[src/rtl/receiver.sv]
// Serial receiver: resynchronizes the line, reassembles 11-bit frames into bytes
// and offers each byte to the consumer over a 4-phase req/ack handshake.
module receiver #(
    parameter int CLKS_PER_BIT = 5220
) (
    input  logic       clk,
    input  logic       clr,
    input  logic       rcv,
    input  logic       ack,
    output logic [7:0] data,
    output logic       req,
    output logic       ferr,
    output logic       ovr
);

    localparam int CW = $clog2(CLKS_PER_BIT);
    localparam logic [CW-1:0] LAST = CW'(CLKS_PER_BIT - 1);
    localparam logic [CW-1:0] MID  = CW'(CLKS_PER_BIT / 2 - 1);

    typedef enum logic [2:0] {IDLE, START, DATA, STOP1, STOP2, WAIT_HIGH} rx_state_t;
    typedef enum logic [1:0] {HS_IDLE, HS_REQ, HS_DROP} hs_state_t;

    logic            sync1;
    logic            rs;
    rx_state_t       state, state_nxt;
    logic [CW-1:0]   cnt, cnt_nxt;
    logic [2:0]      idx, idx_nxt;
    logic [7:0]      shreg, shreg_nxt;
    logic            stop1_ok, stop1_ok_nxt;
    hs_state_t       hs, hs_nxt;
    logic [7:0]      data_nxt;
    logic            req_nxt;
    logic            ferr_nxt;
    logic            ovr_nxt;
    logic            frame_good;
    logic            frame_bad;

    always_ff @(posedge clk) begin
        if (clr) begin
            sync1    <= 1'b1;
            rs       <= 1'b1;
            state    <= IDLE;
            cnt      <= '0;
            idx      <= '0;
            shreg    <= '0;
            stop1_ok <= 1'b0;
            hs       <= HS_IDLE;
            data     <= '0;
            req      <= 1'b0;
            ferr     <= 1'b0;
            ovr      <= 1'b0;
        end else begin
            sync1    <= rcv;
            rs       <= sync1;
            state    <= state_nxt;
            cnt      <= cnt_nxt;
            idx      <= idx_nxt;
            shreg    <= shreg_nxt;
            stop1_ok <= stop1_ok_nxt;
            hs       <= hs_nxt;
            data     <= data_nxt;
            req      <= req_nxt;
            ferr     <= ferr_nxt;
            ovr      <= ovr_nxt;
        end
    end

    // Counter is compared against N-1 because it starts at 0 on the cycle after entry.
    always_comb begin
        state_nxt    = state;
        cnt_nxt      = cnt + 1'b1;
        idx_nxt      = idx;
        shreg_nxt    = shreg;
        stop1_ok_nxt = stop1_ok;
        frame_good   = 1'b0;
        frame_bad    = 1'b0;
        case (state)
            IDLE: begin
                cnt_nxt = '0;
                if (!rs) state_nxt = START;
            end
            START: begin
                if (cnt == MID) begin
                    cnt_nxt   = '0;
                    idx_nxt   = '0;
                    state_nxt = rs ? IDLE : DATA;
                end
            end
            DATA: begin
                if (cnt == LAST) begin
                    cnt_nxt   = '0;
                    shreg_nxt = {rs, shreg[7:1]};
                    idx_nxt   = idx + 1'b1;
                    if (idx == 3'd7) state_nxt = STOP1;
                end
            end
            STOP1: begin
                if (cnt == LAST) begin
                    cnt_nxt      = '0;
                    stop1_ok_nxt = rs;
                    state_nxt    = STOP2;
                end
            end
            STOP2: begin
                if (cnt == LAST) begin
                    cnt_nxt = '0;
                    if (stop1_ok && rs) begin
                        frame_good = 1'b1;
                        state_nxt  = IDLE;
                    end else begin
                        frame_bad = 1'b1;
                        state_nxt = WAIT_HIGH;
                    end
                end
            end
            WAIT_HIGH: begin
                cnt_nxt = '0;
                if (rs) state_nxt = IDLE;
            end
            default: begin
                cnt_nxt   = '0;
                state_nxt = IDLE;
            end
        endcase
    end

    // Slot 8 carries bit 0, so the last sample shifted in is rotated to the LSB.
    always_comb begin
        hs_nxt   = hs;
        data_nxt = data;
        req_nxt  = req;
        ferr_nxt = frame_bad;
        ovr_nxt  = 1'b0;
        case (hs)
            HS_IDLE: begin
                if (frame_good) begin
                    data_nxt = {shreg[6:0], shreg[7]};
                    req_nxt  = 1'b1;
                    hs_nxt   = HS_REQ;
                end
            end
            HS_REQ: begin
                if (ack) begin
                    req_nxt = 1'b0;
                    hs_nxt  = HS_DROP;
                end
            end
            HS_DROP: begin
                if (!ack) hs_nxt = HS_IDLE;
            end
            default: begin
                req_nxt = 1'b0;
                hs_nxt  = HS_IDLE;
            end
        endcase
        if (frame_good && hs != HS_IDLE) ovr_nxt = 1'b1;
    end

endmodule

[config.mk]
export PLATFORM = sky130hd
export DESIGN_NAME = receiver
export DESIGN_NICKNAME = d
export VERILOG_FILES = /design/src/rtl/receiver.sv
export SDC_FILE = /design/constraint.sdc
export NUM_CORES = 1
export LEC_CHECK = 0
export CORE_ASPECT_RATIO = 1.75
export CORE_UTILIZATION = 56
export CTS_CLUSTER_SIZE = 12
export DETAILED_ROUTE_END_ITERATION = 8
export GPL_ROUTABILITY_DRIVEN = 0
export MAX_ROUTING_LAYER = met4
export PLACE_DENSITY_LB_ADDON = 0.2
export SLEW_MARGIN = 20
export SYNTH_ARGS = -nofsm -noshare
export SYNTH_HDL_FRONTEND = slang
export SYNTH_SLANG_ARGS = --single-unit
[constraint.sdc]
create_clock -name clk -period 2.65 [get_ports clk]
set_clock_uncertainty 0.2 [all_clocks]
set_input_delay 0.53 -clock clk [delete_from_list [all_inputs] [get_ports clk]]
set_output_delay 0.53 -clock clk [all_outputs]
set_load 0.05 [all_outputs]
==> results.sh, run 1 <==
export IMPL_first_iter_violations=30
export IMPL_synth_top_family_by_area="simple AND/OR/NAND/NOR gates"
export IMPL_cap_violations=0
export IMPL_synth_ff_type="dfxtp_1"
export IMPL_die_x_um=45.8
export IMPL_clkTransAtPathRegs_ns=0.08
export IMPL_numCtsBuffers=5
export IMPL_yosysSeqAreaShare_pct=45.7
export IMPL_hold_viol_final=0
export IMPL_synth_compound_area_share_pct=10.1
export IMPL_ant_nets=0
export IMPL_cts_resized=0
export IMPL_r2r_cells=6
export IMPL_powerDensity_mw_per_mm2=643
export IMPL_mostFrequentLayoutCells="dfxtp_1, nor2_1, nand2_1"
export IMPL_initial_core_util_pct=59.3
export IMPL_postSynthAreaPerCell_um2=8.96
export IMPL_cts_buffer_depth=2
export IMPL_min_period_ns=2.38
export IMPL_crit_path_start_kind="flop"
export IMPL_top_layer="met4"
export IMPL_clock_latency_ns=0.29
export IMPL_grt_usage_pct=22.6
export IMPL_async_reset_ff_share_pct=0
export IMPL_grt_max_degree=23
export IMPL_drc=0
export IMPL_worstSetupPathType="reg -> reg"
export IMPL_cts_hold_buf=0
export IMPL_vias=1495
export IMPL_grt_pass1_wl_mm=5.88
export IMPL_routed_wl_mm=3.48
export IMPL_tritoncts="yes"
export IMPL_hold_path_class="reg -> reg"
export IMPL_slew_headroom_pct=65.3
export IMPL_synth_top_cell_by_area="dfxtp_1"
export IMPL_die_area_mm2=0.00361
export IMPL_yosysTopAreaCellShare_pct=45.7
export IMPL_fin_crit_sh_pct=90.0
export IMPL_finalPower_mw=1.40
export IMPL_grt_pass1_vias=1423
export IMPL_yosys_area_share_xor_xnor_pct=5.59
export IMPL_num_rows=27
export IMPL_holdWs_ns=0.211
export IMPL_met3_length_um=80
export IMPL_overflow=0
export IMPL_cp_required_ns=2.63
export IMPL_diodes=0
export IMPL_cts_setup_buffers=0
export IMPL_cp_arrival_ns=2.37
export IMPL_wl_met2_mm=1.92
export IMPL_io_buffers=14
export IMPL_max_freq_ghz=0.419
export IMPL_drv_slew=0
export IMPL_setup_viol=0
export IMPL_ys_warnings_count=0
export IMPL_cts_max_level=2
export IMPL_hold_depth=1
export IMPL_layout_commonest_cell="dfxtp_1"
export IMPL_setup_worst_path_end_class="flop"
export IMPL_cts_root_buf="clkbuf_8"
export IMPL_routed_via_density=5.56
export IMPL_first_pass_iters=4
export IMPL_run_status="finished clean"
export IMPL_drt_wirelength_per_cell_um=12.9
export IMPL_antenna_found_initial=0
export IMPL_synth_seq_cells=43
export IMPL_area_growth_pct=15.4
export IMPL_final_nets=233
export IMPL_ys_types=42
export IMPL_clock_sinks=43
export IMPL_design_core_area_mm2=0.00318
export IMPL_drive_gt1_share_pct=7.96
export IMPL_netlist_area_mm2=0.00188
export IMPL_worst_pin_slew_ns=0.508
export IMPL_synth_simple_area_share_pct=27.5
export IMPL_worst_path_max_fanout=10
export IMPL_die_height_um=78.7
export IMPL_wl_met1_mm=1.39
export IMPL_num_io_pins=15
export IMPL_synth_edf_count=0
export IMPL_vdd_drop_max_uv=501
export IMPL_synth_mux_area_share_pct=5.39
export IMPL_synthTopCellsByArea="dfxtp_1, nor2_1, mux2i_1, nand2_1, a21oi_1"
export IMPL_synthAdderAreaFrac_pct=2.66
export IMPL_rsz0062_at_grt="no"
export IMPL_syn_nets=218
export IMPL_syn_inst=210
export IMPL_p_leak_nw=0.855
export IMPL_dp_hpwl_mm=2.61
export IMPL_fin_setup_tns_ns=0
## per-stage QoR
stage          cell area, µm²  worst slack (ns)  std cells  util [%]
6_report                 2170             0.266        269      68.4
5_1_grt                  2170             0.113        269      68.4
4_1_cts                  2170             0.262        269      68.4
3_5_place_dp             2050             0.270        261      64.7
3_3_place_gp             2050             0.361        261      64.7
2_1_floorplan            1880             0.610        210         -
## cells by family after synthesis
| kind of cell | count (synthesis) |
|---|---|
| AO/OA/AOI/OAI | 30 |
| AND/OR/NAND/NOR | 99 |
| flip-flops | 43 |
| XOR/XNOR | 12 |
| buffers and inverters | 12 |
| adder cells (fa/ha/maj) | 4 |
| multiplexers | 10 |
## power by group
part	leakage [nW]	internal [mW]	switching (mW)
combinational	0.446	0.0671	0.103
clock	0.0612	0.305	0.214
sequential	0.347	0.668	0.0381
total	0.855	1.04	0.355
## worst paths after layout
check	start	slack, ns	end
min reg2reg	sync1	0.21	rs
max reg2reg	cnt[0]	0.27	data[2]
max	cnt[0]	0.27	data[2]
min	sync1	0.21	rs
## registers in the layout, indices dropped and copies added (netlist names)
register / cells
cnt: 13
data: 8
shreg: 8
idx: 3
state: 3
hs: 2
ferr: 1
ovr: 1
req: 1
rs: 1
stop1_ok: 1
sync1: 1
## metal layers
layer / up-vias / GRT usage [%]
li1: 764 / -
met1: 698 / 21.8
met2: 26 / 40.7
met3: 7 / 5.06
met4: 0 / 9.71
met5: - / -
## cell usage after synthesis (2+ instances only)
master,n
dfxtp_1,43
mux2i_1,9
and4b_1,2
nor2b_1,2
a311oi_1,2
nand2b_1,4
xor2_1,5
nand2_1,24
and3_1,6
a22oi_1,2
nor2_1,30
nand3_1,8
clkbuf_1,5
a31oi_1,2
inv_1,3
nor3_1,4
a21oi_1,15
or2_2,3
nand4_1,4
a32oi_1,2
buf_2,3
xnor2_1,7
and3b_1,2
o21ai_0,2
ha_1,4
## layout make-up
type                       instances  area (µm²)
fill                             281        1000
multi-input combinational        155         965
sequential                        43         861
timing repair buffer              17         163
clock buffer                       6        82.6
tap                               43        53.8
clock inverter                     2        35.0
inverter                           3        11.3
## critical path, cell delays in order (launching register included)
cell	delay, ns
dfxtp_1	0.41
ha_1	0.25
and4b_1	0.33
nand3_1	0.09
or4_1	0.68
mux2i_1	0.25
nor2_1	0.06
No activity file was read; power rests on OpenSTA's default activity.
==> run 2, diff against run 1 <==
Settings changed: CORE_ASPECT_RATIO 1.75 to default.
==> run 2 against run 1 <==
Net effect: final area shrank 0.92%; first-iteration DRC count grew to 3.1 times the previous value; register-to-register slack lost 0.05 ns; highest routed layer unchanged.
==> results.sh, run 2 (synthesized netlist as in run 1, its figures left out) <==
export IMPL_cp_arrival_ns=2.49
export IMPL_largestRegisters="cnt x13, data x8, shreg x8"
export IMPL_multiInputGateArea_um2=965
export IMPL_layout_commonest_cell="dfxtp_1"
export IMPL_drc=0
export IMPL_setup_worst_path_end_class="flop"
export IMPL_num_io_pins=15
export IMPL_vias=1517
export IMPL_fin_util_pct=68.8
export IMPL_rsz0062_at_grt="no"
export IMPL_fill_cells=257
export IMPL_grt_usage_pct=22.7
export IMPL_dp_hpwl_mm=2.46
export IMPL_finalNonFillerCells=272
export IMPL_drv_slew=0
export IMPL_finalInstanceArea_mm2=0.00215
export IMPL_cpPeakStageDelay_ns=0.70
export IMPL_largest_reg_flops=13
export IMPL_diodes=0
export IMPL_regArea_um2=861
export IMPL_top_register="cnt"
export IMPL_ant_nets=0
export IMPL_powerDensity_mw_per_mm2=609
export IMPL_clock_sinks=43
export IMPL_min_period_ns=2.43
export IMPL_crit_buf_inv=0
export IMPL_place_area_mm2=0.00207
export IMPL_hold_viol_final=0
export IMPL_post_place_ws_ns=0.223
export IMPL_dpl_cell_count=264
export IMPL_finalPower_mw=1.31
export IMPL_fin_ws_ns=0.215
export IMPL_crit_slowest_cell="or4_1"
export IMPL_first_iter_violations=93
export IMPL_p_leak_nw=0.849
export IMPL_hold_path_class="reg -> reg"
export IMPL_drt_wirelength_per_cell_um=12.9
export IMPL_vdd_drop_max_uv=461
export IMPL_worst_pin_slew_ns=0.525
export IMPL_setup_viol=0
export IMPL_fin_crit_sh_pct=91.9
export IMPL_clock_latency_ns=0.36
export IMPL_cts_root_buf="clkbuf_4"
export IMPL_num_rows=20
export IMPL_routed_via_density=5.58
export IMPL_tritoncts="yes"
export IMPL_die_area_mm2=0.00360
export IMPL_holdWs_ns=0.235
export IMPL_cp_required_ns=2.71
export IMPL_crit_path_start_kind="flop"
export IMPL_die_height_um=60.0
export IMPL_cap_violations=0
export IMPL_grt_max_degree=29
export IMPL_mostFrequentLayoutCells="dfxtp_1, nor2_1, nand2_1"
export IMPL_numCtsBuffers=5
export IMPL_io_buffers=14
export IMPL_slew_headroom_pct=65.0
export IMPL_initial_core_util_pct=60.2
export IMPL_cts_setup_buffers=0
export IMPL_drive_gt1_share_pct=8.77
export IMPL_critPathTopFamily="simple AND/OR/NAND/NOR gates"
export IMPL_first_pass_iters=5
export IMPL_overflow=0
export IMPL_area_growth_pct=14.3
export IMPL_cts_resized=0
export IMPL_run_status="finished clean"
export IMPL_path_cells="ha_1 -> and4b_1 -> nand3_1 -> or4_1 -> mux2i_1 -> nor2_1"
export IMPL_cts_buffer_depth=2
export IMPL_grt_pass1_wl_mm=5.82
export IMPL_antenna_found_initial=0
export IMPL_max_freq_ghz=0.411
export IMPL_fin_setup_tns_ns=0
export IMPL_design_core_area_mm2=0.00313
export IMPL_die_x_um=60.0
export IMPL_worstSetupPathType="reg -> reg"
export IMPL_grt_pass1_vias=1340
export IMPL_clkTransAtPathRegs_ns=0.14
export IMPL_cts_max_level=2
export IMPL_cts_hold_buf=0
export IMPL_routed_wl_mm=3.50
export IMPL_final_nets=235
export IMPL_worst_path_max_fanout=10
run 2: routing by layer:
metal	up-vias	wire length (µm)	GRT usage, %
met5	-	0	-
met4	0	47	9.63
met3	5	147	7.36
met2	40	1610	34.1
met1	708	1700	27.8
li1	764	-	-
run 2: path summary, 6_finish.rpt:
kind	start	endpoint	slack (ns)	depth (start not counted)
setup / recovery	cnt[0]	data[4]	0.22	6
hold / removal	sync1	rs	0.24	1
setup reg to reg	cnt[0]	data[4]	0.22	6
hold reg to reg	sync1	rs	0.24	1
run 2: where the power goes:
part	switching, mW	internal, mW	leakage (nW)
logic	0.124	0.0765	0.457
clock network	0.225	0.199	0.0452
registers	0.0163	0.669	0.347
run 2: area by class of cell:
type | instances | share of cell area, %
Clock buffer | 5 | 1.75
Clock inverter | 3 | 2.04
Inverter | 3 | 0.524
Multi-Input combinational cell | 155 | 44.9
Sequential cell | 43 | 40.0
Tap cell | 44 | 2.56
Timing Repair Buffer | 19 | 8.26
==> edit 1, RTL diff (flow settings as in run 2) <==
Re-encode `hs_state_t` (3 states) as one-hot, 3 bits wide.
--- a/src/rtl/receiver.sv
+++ b/src/rtl/receiver.sv
@@ -20,3 +20,3 @@
     typedef enum logic [2:0] {IDLE, START, DATA, STOP1, STOP2, WAIT_HIGH} rx_state_t;
-    typedef enum logic [1:0] {HS_IDLE, HS_REQ, HS_DROP} hs_state_t;
+    typedef enum logic [2:0] {HS_IDLE = 3'b001, HS_REQ = 3'b010, HS_DROP = 3'b100} hs_state_t;
 
Check against the original RTL: no difference found for any inputs over 10 cycles, from zero or initial values; not proved beyond that.
==> edit 1 against run 2 <==
- cell area up 5.9%
- wire length is 10% higher
- critical path type unchanged
- setup slack better by 0.21 ns
- sequential share of layout area is 1.3 points lower
- synthesized cell count rose by 9.5%
- global-route usage shrank 0.58 points
- area after synthesis is 9.8% higher
- sequential cell count up 1
- count of clock-buffer cells in the layout unchanged
Power is not compared: it rests on default switching activity, and its combinational part moved more than twofold at a synthesized area within 25%.
==> edit 1: results <==
export IMPL_status="finished clean"
export IMPL_tightest_slew_ns=0.533
export IMPL_drive_above_1_share=0.0871
export IMPL_viasPerCell=5.79
export IMPL_first_pass_iters=4
export IMPL_cts_buffer_depth=2
export IMPL_setup_viol=0
export IMPL_worstReg2RegEnd="hs[0]"
export IMPL_grt_pass1_wl_um=6750
export IMPL_top_regs="cnt (13), data (8), shreg (8)"
export IMPL_syn_inst=230
export IMPL_synth_commonest_cells="44 x dfxtp_1, 21 x a21oi_1, 21 x nand3_1"
export IMPL_synthDistinctLibCells=48
export IMPL_drt_iter0_drc=125
export IMPL_cts_root_buf="clkbuf_8"
export IMPL_synth_area_leaders="dfxtp_1 43%, a21oi_1 5.1%, nand3_1 5.1%, nor2_1 3.6%, nand2_1 3.1%"
export IMPL_grt_pass1_vias=1512
export IMPL_post_dp_cell_area_um2=2200
export IMPL_seq_area_frac_synth=0.426
export IMPL_insertion_delay_ns=0.30
export IMPL_cp_slowest_stage_delay_ns=0.45
export IMPL_rr_worst_depth=5
export IMPL_synth_nets=238
export IMPL_grtUsageTotal=0.221
export IMPL_hpwl_um=2620
export IMPL_p_leak_nw=0.737
export IMPL_cpMaxStageDelayCell="nor4b_1"
export IMPL_worstPathArrival_ns=2.21
export IMPL_r2r_slack_ns=0.42
export IMPL_worstPathMaxFanout=14
export IMPL_n_fill_cell=305
export IMPL_wl_per_cell_um=13.4
export IMPL_final_nets=249
export IMPL_pre_cts_ws_ns=0.446
export IMPL_ys_warnings_count=0
export IMPL_holdWs_ns=0.214
export IMPL_grt_max_degree=25
export IMPL_post_layout_nonfiller_instances=287
export IMPL_finalCritPeriodShare=0.841
export IMPL_dpl_cell_count=280
export IMPL_clk_pin_slew_worst_paths_ns=0.09
edit 1: layout make-up:
type | count | area, um2 | area share
inverter | 4 | 15.0 | 0.00659
sequential | 44 | 881 | 0.387
tap | 46 | 57.6 | 0.0253
clock buffer | 5 | 68.8 | 0.0302
multi-input combinational | 169 | 1080 | 0.474
timing repair buffer | 17 | 163 | 0.0714
clock inverter | 2 | 12.5 | 0.00549
edit 1: layer usage:
layer,part of all wire,vias up,global-route usage
li1,-,848,-
met1,0.49,788,0.269
met2,0.47,19,0.353
met3,0.021,6,0.0456
met4,0.017,0,0.0959
met5,0,-,-
edit 1: cell families (layout without fill, tap and decap cells):
family	count (synthesis)	after routing	synth area share
adder cells (fa/ha/maj)	4	4	0.0242
buffers and inverters	17	28	0.0509
flip-flops	44	44	0.426
multiplexers	3	3	0.0145
XOR/XNOR	12	12	0.0509
AND/OR/NAND/NOR	105	105	0.299
AO/OA/AOI/OAI	45	45	0.134
==> edit 2, RTL diff (settings of run 2) <==
Without the edit above. `CLKS_PER_BIT`: 5220 -> 10440.
--- a/src/rtl/receiver.sv
+++ b/src/rtl/receiver.sv
@@ -3,3 +3,3 @@
 module receiver #(
-    parameter int CLKS_PER_BIT = 5220
+    parameter int CLKS_PER_BIT = 10440
 ) (
Function: no difference found for any inputs over 10 cycles, from zero or initial values; that may be too few to reach the edited logic, so the function may still have changed.
==> edit 2 against run 2 <==
- power fell by 6.5%
- non-clock buffer count rose by 1
- sequential cell count rose by 1
- setup slack got worse by 0.022 ns
- clock power fell by 28%
- cell area rose by 2.2%
- wire length rose by 1.3%
- area after synthesis rose by 3.5%
- largest cell class unchanged
==> edit 2: results <==
export IMPL_numCtsBuffers=5
export IMPL_p_leak_nw=0.705
export IMPL_synthDistinctLibCells=40
export IMPL_crit_start="cnt[4]"
export IMPL_synth_commonest_cells="44 x dfxtp_1, 41 x nor2_1, 19 x mux2i_1"
export IMPL_drt_iter0_drc=79
export IMPL_top_regs="cnt (14), data (8), shreg (8)"
export IMPL_grt_max_degree=19
export IMPL_dpl_cell_count=268
export IMPL_slew_headroom=0.657
export IMPL_synth_area_leaders="dfxtp_1 45%, mux2i_1 9.8%, nor2_1 7.9%, xnor2_1 4.0%, nand2b_1 2.6%"
export IMPL_via_count=1496
export IMPL_hpwl_um=2560
export IMPL_cts_buffer_depth=2
export IMPL_drive_above_1_share=0.113
export IMPL_first_pass_iters=4
export IMPL_insertion_delay_ns=0.33
export IMPL_grt_pass1_wl_um=6040
export IMPL_hold_path_class="register to register"
export IMPL_wl_per_cell_um=12.8
export IMPL_port_buffers=14
export IMPL_seq_area_frac_synth=0.452
export IMPL_grtUsageTotal=0.225
export IMPL_grt_pass1_vias=1406
export IMPL_antenna_cells=0
export IMPL_post_dp_cell_area_um2=2130
export IMPL_synth_nets=220
export IMPL_ir_drop_mv=0.382
export IMPL_final_nets=236
export IMPL_synth_avg_cell_area_um2=9.14
export IMPL_status="finished clean"
export IMPL_viasPerCell=5.42
## edit 2: cells by family after synthesis
group                      share of synthesized area
and+or+nand+nor                                0.270
DFF                                            0.452
AOI/OAI and AO/OA                             0.0656
muxes                                         0.0977
buffers and inverters                         0.0411
xor gates and xnor gates                      0.0540
adders and majority gates                     0.0193
## edit 2: metal layers
metal,vias to the layer above,GRT usage,part of all wire
li1,767,-,-
met1,701,0.273,0.45
met2,26,0.374,0.50
met4,0,0.0714,0.0065
met3,2,0.0448,0.034
met5,-,-,0
## edit 2: layout make-up
cell class / instances / area (um2)
sequential: 44 / 881
clock buffer: 5 / 37.5
fill: 292 / 1140
tap: 46 / 57.6
inverter: 4 / 15.0
timing repair buffer: 20 / 185
multi-input combinational: 154 / 1000
clock inverter: 3 / 18.8
## edit 2: report_power, final
group	total, mW	internal (mW)	switching [mW]
clock network	0.306	0.102	0.204
registers	0.728	0.685	0.0431
logic	0.190	0.0793	0.111
## edit 2: path summary, 6_finish.rpt
| path | end | slack [ns] | cells past startpoint |
|---|---|---|---|
| worst max-delay path | shreg[2] | 0.19 | 6 |
| worst min-delay path | rs | 0.23 | 1 |
| worst max register to register | shreg[2] | 0.19 | 6 |
| worst min register to register | rs | 0.23 | 1 |
## edit 2: critical path: stages (launching register included)
cell and delay [ns]:
dfxtp_1 0.36, or4_4 0.55, or4_4 0.63, nor3_4 0.14
buf_4 0.21, mux2i_1 0.22, nor2_1 0.06
## edit 2: per-stage QoR
step	hold slack [ns]	utilization	setup slack (ns)
3_3_place_gp	0.206	0.639	0.183
4_1_cts	0.236	0.655	0.102
2_1_floorplan	0.189	-	0.179
6_report	0.232	0.658	0.193
3_5_place_dp	0.201	0.639	0.122
5_1_grt	0.263	0.658	0.0825
